### src/rtl/usb_fifo_pkg.sv
// Shared constants for the USB RX FIFO slice: byte width, count output width
// and the default FIFO depth.
package usb_fifo_pkg;

  localparam int BYTE_W             = 8;
  localparam int COUNT_W            = 16;
  localparam int DEFAULT_FIFO_DEPTH = 64;

endpackage : usb_fifo_pkg

### src/rtl/usb_fifo_dpram.sv
// FIFO storage: synchronous write port, asynchronous read port.
// Kept separate so a vendor RAM with the same port behaviour can drop in.
module usb_fifo_dpram
  import usb_fifo_pkg::*;
#(
  parameter int DEPTH      = DEFAULT_FIFO_DEPTH,
  parameter int ADDR_WIDTH = 6
) (
  input  logic                  busClk,
  input  logic                  wrEn,
  input  logic [ADDR_WIDTH-1:0] wrAddr,
  input  logic [BYTE_W-1:0]     wrData,
  input  logic [ADDR_WIDTH-1:0] rdAddr,
  output logic [BYTE_W-1:0]     rdData
);

  logic [BYTE_W-1:0] mem [DEPTH];

  always_ff @(posedge busClk) begin
    if (wrEn) begin
      mem[wrAddr] <= wrData;
    end
  end

  // Read is combinational so the head byte falls through without latency.
  assign rdData = mem[rdAddr];

endmodule : usb_fifo_dpram

### src/rtl/usb_rx_fifo_sync.sv
// Single-clock first-word-fall-through RX byte FIFO between the USB receive path
// and the bus interface. Define USB_RX_FIFO_ERR_FLAGS_EN for sticky overflow/underflow flags.
module usb_rx_fifo_sync
  import usb_fifo_pkg::*;
#(
  parameter int FIFO_DEPTH = DEFAULT_FIFO_DEPTH,
  parameter int ADDR_WIDTH = 6
) (
  input  logic               busClk,
  input  logic               rstn,
  input  logic               fifoWEn,
  input  logic [BYTE_W-1:0]  fifoDataIn,
  input  logic               fifoREn,
  output logic [BYTE_W-1:0]  fifoDataOut,
  input  logic               forceEmpty,
  output logic [COUNT_W-1:0] numElementsInFifo,
  output logic               fifoFull,
  output logic               fifoEmpty
`ifdef USB_RX_FIFO_ERR_FLAGS_EN
  ,
  output logic               overflowErr,
  output logic               underflowErr
`endif
);

  localparam logic [ADDR_WIDTH:0] FULL_COUNT = (ADDR_WIDTH + 1)'(FIFO_DEPTH);

  logic [ADDR_WIDTH-1:0] wrPtr;
  logic [ADDR_WIDTH-1:0] rdPtr;
  logic [ADDR_WIDTH:0]   count;
  logic                  wrAccept;
  logic                  rdAccept;
  logic                  memWe;

  // Strobe semantics: fifoWEn/fifoREn act as valid; the implicit ready is
  // "not full" for writes (or a same-cycle accepted read) and "not empty" for
  // reads. A strobe without ready is dropped, never held or retried.
  assign rdAccept = fifoREn && !fifoEmpty;
  assign wrAccept = fifoWEn && (!fifoFull || rdAccept);
  assign memWe    = wrAccept && !forceEmpty && rstn;

  assign fifoEmpty = (count == '0);
  assign fifoFull  = (count == FULL_COUNT);

  always_comb begin
    numElementsInFifo               = '0;
    numElementsInFifo[ADDR_WIDTH:0] = count;
  end

  always_ff @(posedge busClk or negedge rstn) begin
    if (!rstn) begin
      wrPtr <= '0;
      rdPtr <= '0;
      count <= '0;
    end else if (forceEmpty) begin
      wrPtr <= '0;
      rdPtr <= '0;
      count <= '0;
    end else begin
      if (wrAccept) begin
        wrPtr <= wrPtr + 1'b1;
      end
      if (rdAccept) begin
        rdPtr <= rdPtr + 1'b1;
      end
      if (wrAccept && !rdAccept) begin
        count <= count + 1'b1;
      end else if (rdAccept && !wrAccept) begin
        count <= count - 1'b1;
      end
    end
  end

`ifdef USB_RX_FIFO_ERR_FLAGS_EN
  always_ff @(posedge busClk or negedge rstn) begin
    if (!rstn) begin
      overflowErr  <= 1'b0;
      underflowErr <= 1'b0;
    end else if (forceEmpty) begin
      overflowErr  <= 1'b0;
      underflowErr <= 1'b0;
    end else begin
      if (fifoWEn && !wrAccept) begin
        overflowErr <= 1'b1;
      end
      if (fifoREn && fifoEmpty) begin
        underflowErr <= 1'b1;
      end
    end
  end
`endif

  usb_fifo_dpram #(
    .DEPTH      (FIFO_DEPTH),
    .ADDR_WIDTH (ADDR_WIDTH)
  ) u_dpram (
    .busClk (busClk),
    .wrEn   (memWe),
    .wrAddr (wrPtr),
    .wrData (fifoDataIn),
    .rdAddr (rdPtr),
    .rdData (fifoDataOut)
  );

endmodule : usb_rx_fifo_sync

### config.mk
export PLATFORM = sky130hd
export DESIGN_NAME = usb_rx_fifo_sync
export DESIGN_NICKNAME = d
export VERILOG_FILES = /design/src/rtl/usb_fifo_pkg.sv /design/src/rtl/usb_fifo_dpram.sv /design/src/rtl/usb_rx_fifo_sync.sv
export SDC_FILE = /design/constraint.sdc
export NUM_CORES = 1
export LEC_CHECK = 0
export CAP_MARGIN = 25
export CORE_ASPECT_RATIO = 0.6
export CORE_MARGIN = 2
export CORE_UTILIZATION = 45
export CTS_CLUSTER_SIZE = 20
export DETAILED_ROUTE_END_ITERATION = 10
export PLACE_DENSITY = 0.73
export SLEW_MARGIN = 15
export SYNTH_ARGS = -nofsm -noshare
export SYNTH_HDL_FRONTEND = slang
export SYNTH_SLANG_ARGS = --single-unit
### constraint.sdc
create_clock -name busClk -period 6.9 [get_ports busClk]
set_clock_uncertainty 0.1 [all_clocks]
set_input_delay 1.38 -clock busClk [delete_from_list [all_inputs] [get_ports busClk]]
set_output_delay 1.38 -clock busClk [all_outputs]
set_load 0.1 [all_outputs]
==> out/results.txt, run 1 <==
number of detailed-route iterations in the first pass: 5
first-pass GRT wire length: 74280 um
CTS tree: yes
Core Area: 46630 um2
Hold WS: 0.5049 ns
final setup fails: 0
Max Slew Vio Count: 0
dominant cells by area after synthesis: edfxtp_1 72%, mux4_2 11%, mux2i_1 3.7%
# IOs: 39
Critical Path Fanout Max: 77
H-tree Lvls: 2
Worst Hold Launch: count[4]
EDFF count, synth: 512
Max Cap Violations: 0
Initial Util: 45.84%
hpwl dp: 32290 um
Post-Syn Area per Cell: 19.16 um2
Avg Vias per Cell: 6.104
Worst EP required: 5.42 ns
fraction of final layout cells sized beyond drive strength 1: 18.56%
Sink Count: 531
final worst setup slack: 0.7912 ns
final wirelength: 50390 um
Final Core Density: 50.85%
antenna violations before repair: 0
Seq cells post-synth: 531
Ys Warns: 0
Arr. time, crit path: 4.63 ns
Worst Hold End: count[4]
R2R Path Start: count[2]
pwr/cell area: 316.6 nW/um2
largest stage delay on the critical path: 1.02 ns
routed len/inst: 27.67 um
DP Worst Slack: 1.475 ns
largest net degree at the start of global routing: 78
R2R depth: 5
Root Driver: clkbuf_16
most used cell, CP: a22oi_1
LEAKAGE: 7.222 nW
Setup Crit Path Kind: reg2out
Max stage delay cell, worst path: clkdlybuf4s50_1
slew margin rel.: 26.67%
RR Endpoint: u_dpram.mem[35][0]
Worst Max-Slew Pin Slew: 1.096 ns
Die Ht: 172.8 um
clk buf depth: 3
final period utilization: 88.53%
run status: completed
count leader, synth: edfxtp_1
Worst-Skew Late Latency: 0.56 ns
nets: 1175
grt ovf: 0
Die ar.: 49320 um2
cts hold-fix bufs: 0
crit start category: register
Synth top area share: 71.92%
DRC viols: 0
CP endpoint kind: output pin
row count: 61
total negative slack: 0 ns
Via Count: 11120
CP cell instances: buf_12 > mux4_2 > a22oi_1 > a22oi_1 > a21oi_1 > o32ai_1 > clkdlybuf4s50_1
Final ANT Viol Nets: 0
post-synthesis cell type count: 67
Clk pin slew, worst setup/hold paths: 0.07 ns
reg-to-reg slack, setup: 3.20 ns
Final Hold Viols: 0
Syn Inst Count: 1116
top cells by count, synth: 512 x edfxtp_1, 100 x mux4_2, 99 x nor2_1, 78 x mux2i_1, 25 x buf_4
crit-path leading delay family: buffers and inverters
number of global-route vias before repair: 10820
P&R area growth vs syn: 10.92%
min cycle time layout: 6.109 ns
Ant. Diodes: 0
dpl cells: 1733
Post-CTS Setup Bufs: 0
Seq/Total Area, Yosys: 74.14%
Cell Count, Final, Fillers Out: 1821
worst vdd ir: 0.0002042 V
Hold Path Depth: 1
mapped cell area: 21380 um2
area leader, netlist: edfxtp_1
initial DRC count: 1742
Worst Path Buf+Inv: 2
Setup crit start: rdPtr[1]
share of synthesized registers carrying an async set or reset: 3.578%
Port Buffers: 29
GR Util All Layers: 20.58%
FMAX: 0.1637 GHz
RSZ-0062 raised after global routing: false
Hold Path Class: reg2reg
TritonCTS buffer count: 47
post_cts resized: 0
Die Wd: 285.4 um
RePlAce Congestion: 0.9392
top_reg_cell synth: edfxtp_1
layout by cell type (no fill, tap or decap), types with 11 or more instances in the layout:
cell	Yosys	layout
nor3_1	11	11
mux2i_1	78	78
clkinv_2	0	14
clkbuf_16	0	49
a21oi_1	14	14
dfrtp_1	19	16
nor2_1	99	99
edfxtp_1	512	512
a22oi_1	21	21
nand2_1	23	23
mux4_2	100	100
nand3_1	11	11
clkdlybuf4s50_1	0	19
a211oi_1	13	13
buf_4	25	20
cell type report:
cell class | instances | area [um2]
well taps | 630 | 788.3
clock buffers | 58 | 1260
repair buffers | 51 | 475.5
clock inverters | 29 | 190.2
multi-input cells | 513 | 5105
fillers | 3662 | 22920
inverters | 9 | 33.78
flip-flops and latches | 531 | 15860
per-layer routing:
metal	up-vias	routed length [um]	share of wire, %	GRT usage, %
met1	5726	22380	44	33.58
met3	81	7040	14	6.992
met4	0	922	1.8	4.363
met5	-	0	0	0
met2	711	20040	40	26.27
li1	4598	-	-	-
power breakdown:
group	switching [W]	internal [W]	total [W]
Clock	0.00116	0.00135	0.00251
Combinational	0.000822	0.000515	0.00134
Sequential	0.000104	0.00356	0.00366
how the worst max path moves through the flow:
stage	to	slack, ns	cells after the start
after floorplan	fifoDataOut[5]	1.61	8
after global placement	fifoDataOut[1]	1.51	7
after detailed placement	fifoDataOut[1]	1.47	7
after CTS	fifoDataOut[1]	0.88	7
after global routing	fifoDataOut[1]	0.67	7
final	fifoDataOut[1]	0.79	7
cell families after synthesis:
| logic type | after synthesis | share of synthesized area, % |
|---|---|---|
| AND/OR/NAND/NOR | 189 | 4.144 |
| XOR/XNOR | 12 | 0.4916 |
| buffers and inverters | 80 | 2.119 |
| other | 1 | 0.01754 |
| multiplexers | 183 | 14.50 |
| AO/OA/AOI/OAI | 111 | 4.021 |
| flip-flops | 531 | 74.14 |
| adder cells (fa/ha/maj) | 9 | 0.5619 |
state kept, by name (all words and copies together), names as in the netlist:
register	flops
u_dpram.mem	512
count	7
rdPtr	6
wrPtr	6
metrics by stage:
| step | power (W) | area, um2 |
|---|---|---|
| after floorplan | 0.004710 | 21410 |
| final | 0.007508 | 23710 |
| after detailed placement | 0.005061 | 22250 |
| after global routing | 0.007740 | 23710 |
| after global placement | 0.005040 | 22170 |
| after CTS | 0.007529 | 23700 |
Note: power is estimated with default switching activity, not from simulation.
==> inputs of run 2 (changes only) <==
--- a/config.mk
+++ b/config.mk
@@ -8,10 +8,10 @@
 export CAP_MARGIN = 25
 export CORE_ASPECT_RATIO = 0.6
 export CORE_MARGIN = 2
-export CORE_UTILIZATION = 45
+export CORE_UTILIZATION = 60
 export CTS_CLUSTER_SIZE = 20
 export DETAILED_ROUTE_END_ITERATION = 10
-export PLACE_DENSITY = 0.73
+export PLACE_DENSITY = 0.89
 export SLEW_MARGIN = 15
 export SYNTH_ARGS = -nofsm -noshare
 export SYNTH_HDL_FRONTEND = slang
==> run 2 against run 1 <==
Via count increased by 3.7%. Cell area decreased by 1.2%. Sequential share of layout area grew 0.83 points. Global-route usage rose by 8.2 points. Critical path type unchanged.
==> out/results.txt, run 2 (synthesized netlist as in run 1, its figures left out) <==
# IOs: 39
total negative slack: 0 ns
Worst Path Buf+Inv: 2
Final Cell Area: 23420 um2
largest registers: u_dpram.mem (512), count (7)
largest net degree at the start of global routing: 78
largest stage delay on the critical path: 1.05 ns
Sink Count: 531
GR Util All Layers: 28.74%
Arr. time, crit path: 4.51 ns
slew margin rel.: 30.68%
DRC viols: 0
most frequent cells in the layout: 512 x edfxtp_1, 100 x mux4_2, 99 x nor2_1, 78 x mux2i_1, 45 x clkbuf_16
CP endpoint kind: output pin
Max Slew Vio Count: 0
Clk pin slew, worst setup/hold paths: 0.07 ns
hpwl dp: 31150 um
FMAX: 0.1670 GHz
antenna violations before repair: 1
routed len/inst: 31.49 um
Initial Util: 60.94%
Largest Register: u_dpram.mem
Avg Vias per Cell: 7.013
Die Wd: 247.7 um
RSZ-0062 raised after global routing: false
Ant. Diodes: 0
first-pass GRT wire length: 75750 um
Critical Path Fanout Max: 52
final wirelength: 51770 um
Final Core Density: 66.77%
H-tree Lvls: 2
cts hold-fix bufs: 0
grt ovf: 0
Core Area: 35080 um2
Root Driver: clkbuf_16
max FFs per register: 512
post_cts resized: 0
crit start category: register
Fillers: 2114
final worst setup slack: 0.9125 ns
TritonCTS buffer count: 44
worst vdd ir: 0.0002377 V
Worst EP required: 5.42 ns
Worst-Skew Late Latency: 0.56 ns
LEAKAGE: 7.166 nW
P&R area growth vs syn: 9.557%
Max Cap Violations: 0
row count: 53
DP Worst Slack: 1.612 ns
Via Count: 11530
Setup Crit Path Kind: reg2out
Die ar.: 37200 um2
initial DRC count: 1867
RePlAce Congestion: 0.8487
Worst Max-Slew Pin Slew: 1.036 ns
final setup fails: 0
pwr/cell area: 318.1 nW/um2
Final Hold Viols: 0
leading cell type in the layout, fill and taps excluded: edfxtp_1
Hold Path Class: reg2reg
Max stage delay cell, worst path: dfrtp_4
Die Ht: 150.2 um
Final ANT Viol Nets: 0
Post-DP Area: 22030 um2
number of global-route vias before repair: 11090
CTS tree: yes
min cycle time layout: 5.988 ns
run status: completed
Post-CTS Setup Bufs: 0
final period utilization: 86.78%
Port Buffers: 29
clk buf depth: 3
fraction of final layout cells sized beyond drive strength 1: 17.67%
crit-path leading delay family: buffers and inverters
nets: 1167
number of detailed-route iterations in the first pass: 6
CP cell instances: buf_4 > mux4_2 > a22oi_1 > nand3_1 > a32o_1 > clkdlybuf4s50_1
[run 2: final timing paths]
path	from	end	slack [ns]	depth (start not counted)
max reg2reg	count[2]	u_dpram.mem[35][2]	3.39	5
max in group asynchronous	rstn	rdPtr[0]	5.37	2
max	rdPtr[0]	fifoDataOut[3]	0.91	6
min	wrPtr[2]	wrPtr[2]	0.51	2
min in group asynchronous	rstn	count[3]	1.07	2
min reg2reg	wrPtr[2]	wrPtr[2]	0.51	2
[run 2: layout make-up]
class                      instances  area (um2)  share of cell area, %
timing repair buffer              46       470.5                  2.009
sequential                       531       15860                  67.71
inverter                           9       33.78                 0.1442
clock inverter                    21       187.7                 0.8013
multi-input combinational        513        5105                  21.80
tap                              467       584.3                  2.495
clock buffer                      57        1181                  5.043
[run 2: report_power, final]
part	internal (W)	total [W]	switching (W)
Combinational	0.000519	0.00132	0.000805
Clock	0.00133	0.00245	0.00113
Sequential	0.00356	0.00367	0.000117
[run 2: per-layer routing]
metal | GRT usage [%] | wire length [um] | vias up
met1 | 42.55 | 19350 | 5748
li1 | - | - | 4575
met3 | 10.55 | 8371 | 155
met4 | 7.904 | 1546 | 2
met5 | 0 | 12 | -
met2 | 40.73 | 22480 | 1049
[run 2: stage by stage]
stage                     hold slack, ns  power [W]  std cells
after global placement            0.4839   0.005005       1561
after detailed placement          0.5000   0.005036       1565
final                             0.5126   0.007450       1644
after global routing              0.5443   0.007627       1644
after CTS                         0.5160   0.007439       1643
after floorplan                   0.4518   0.004710       1124
[run 2: worst reg2reg max path, cell delays in order, from the launching register on]
cell	delay [ns]
dfrtp_1	0.51
or4_1	0.23
o41ai_2	0.10
nor3_1	0.37
nand4_1	0.75
nor2_1	1.06
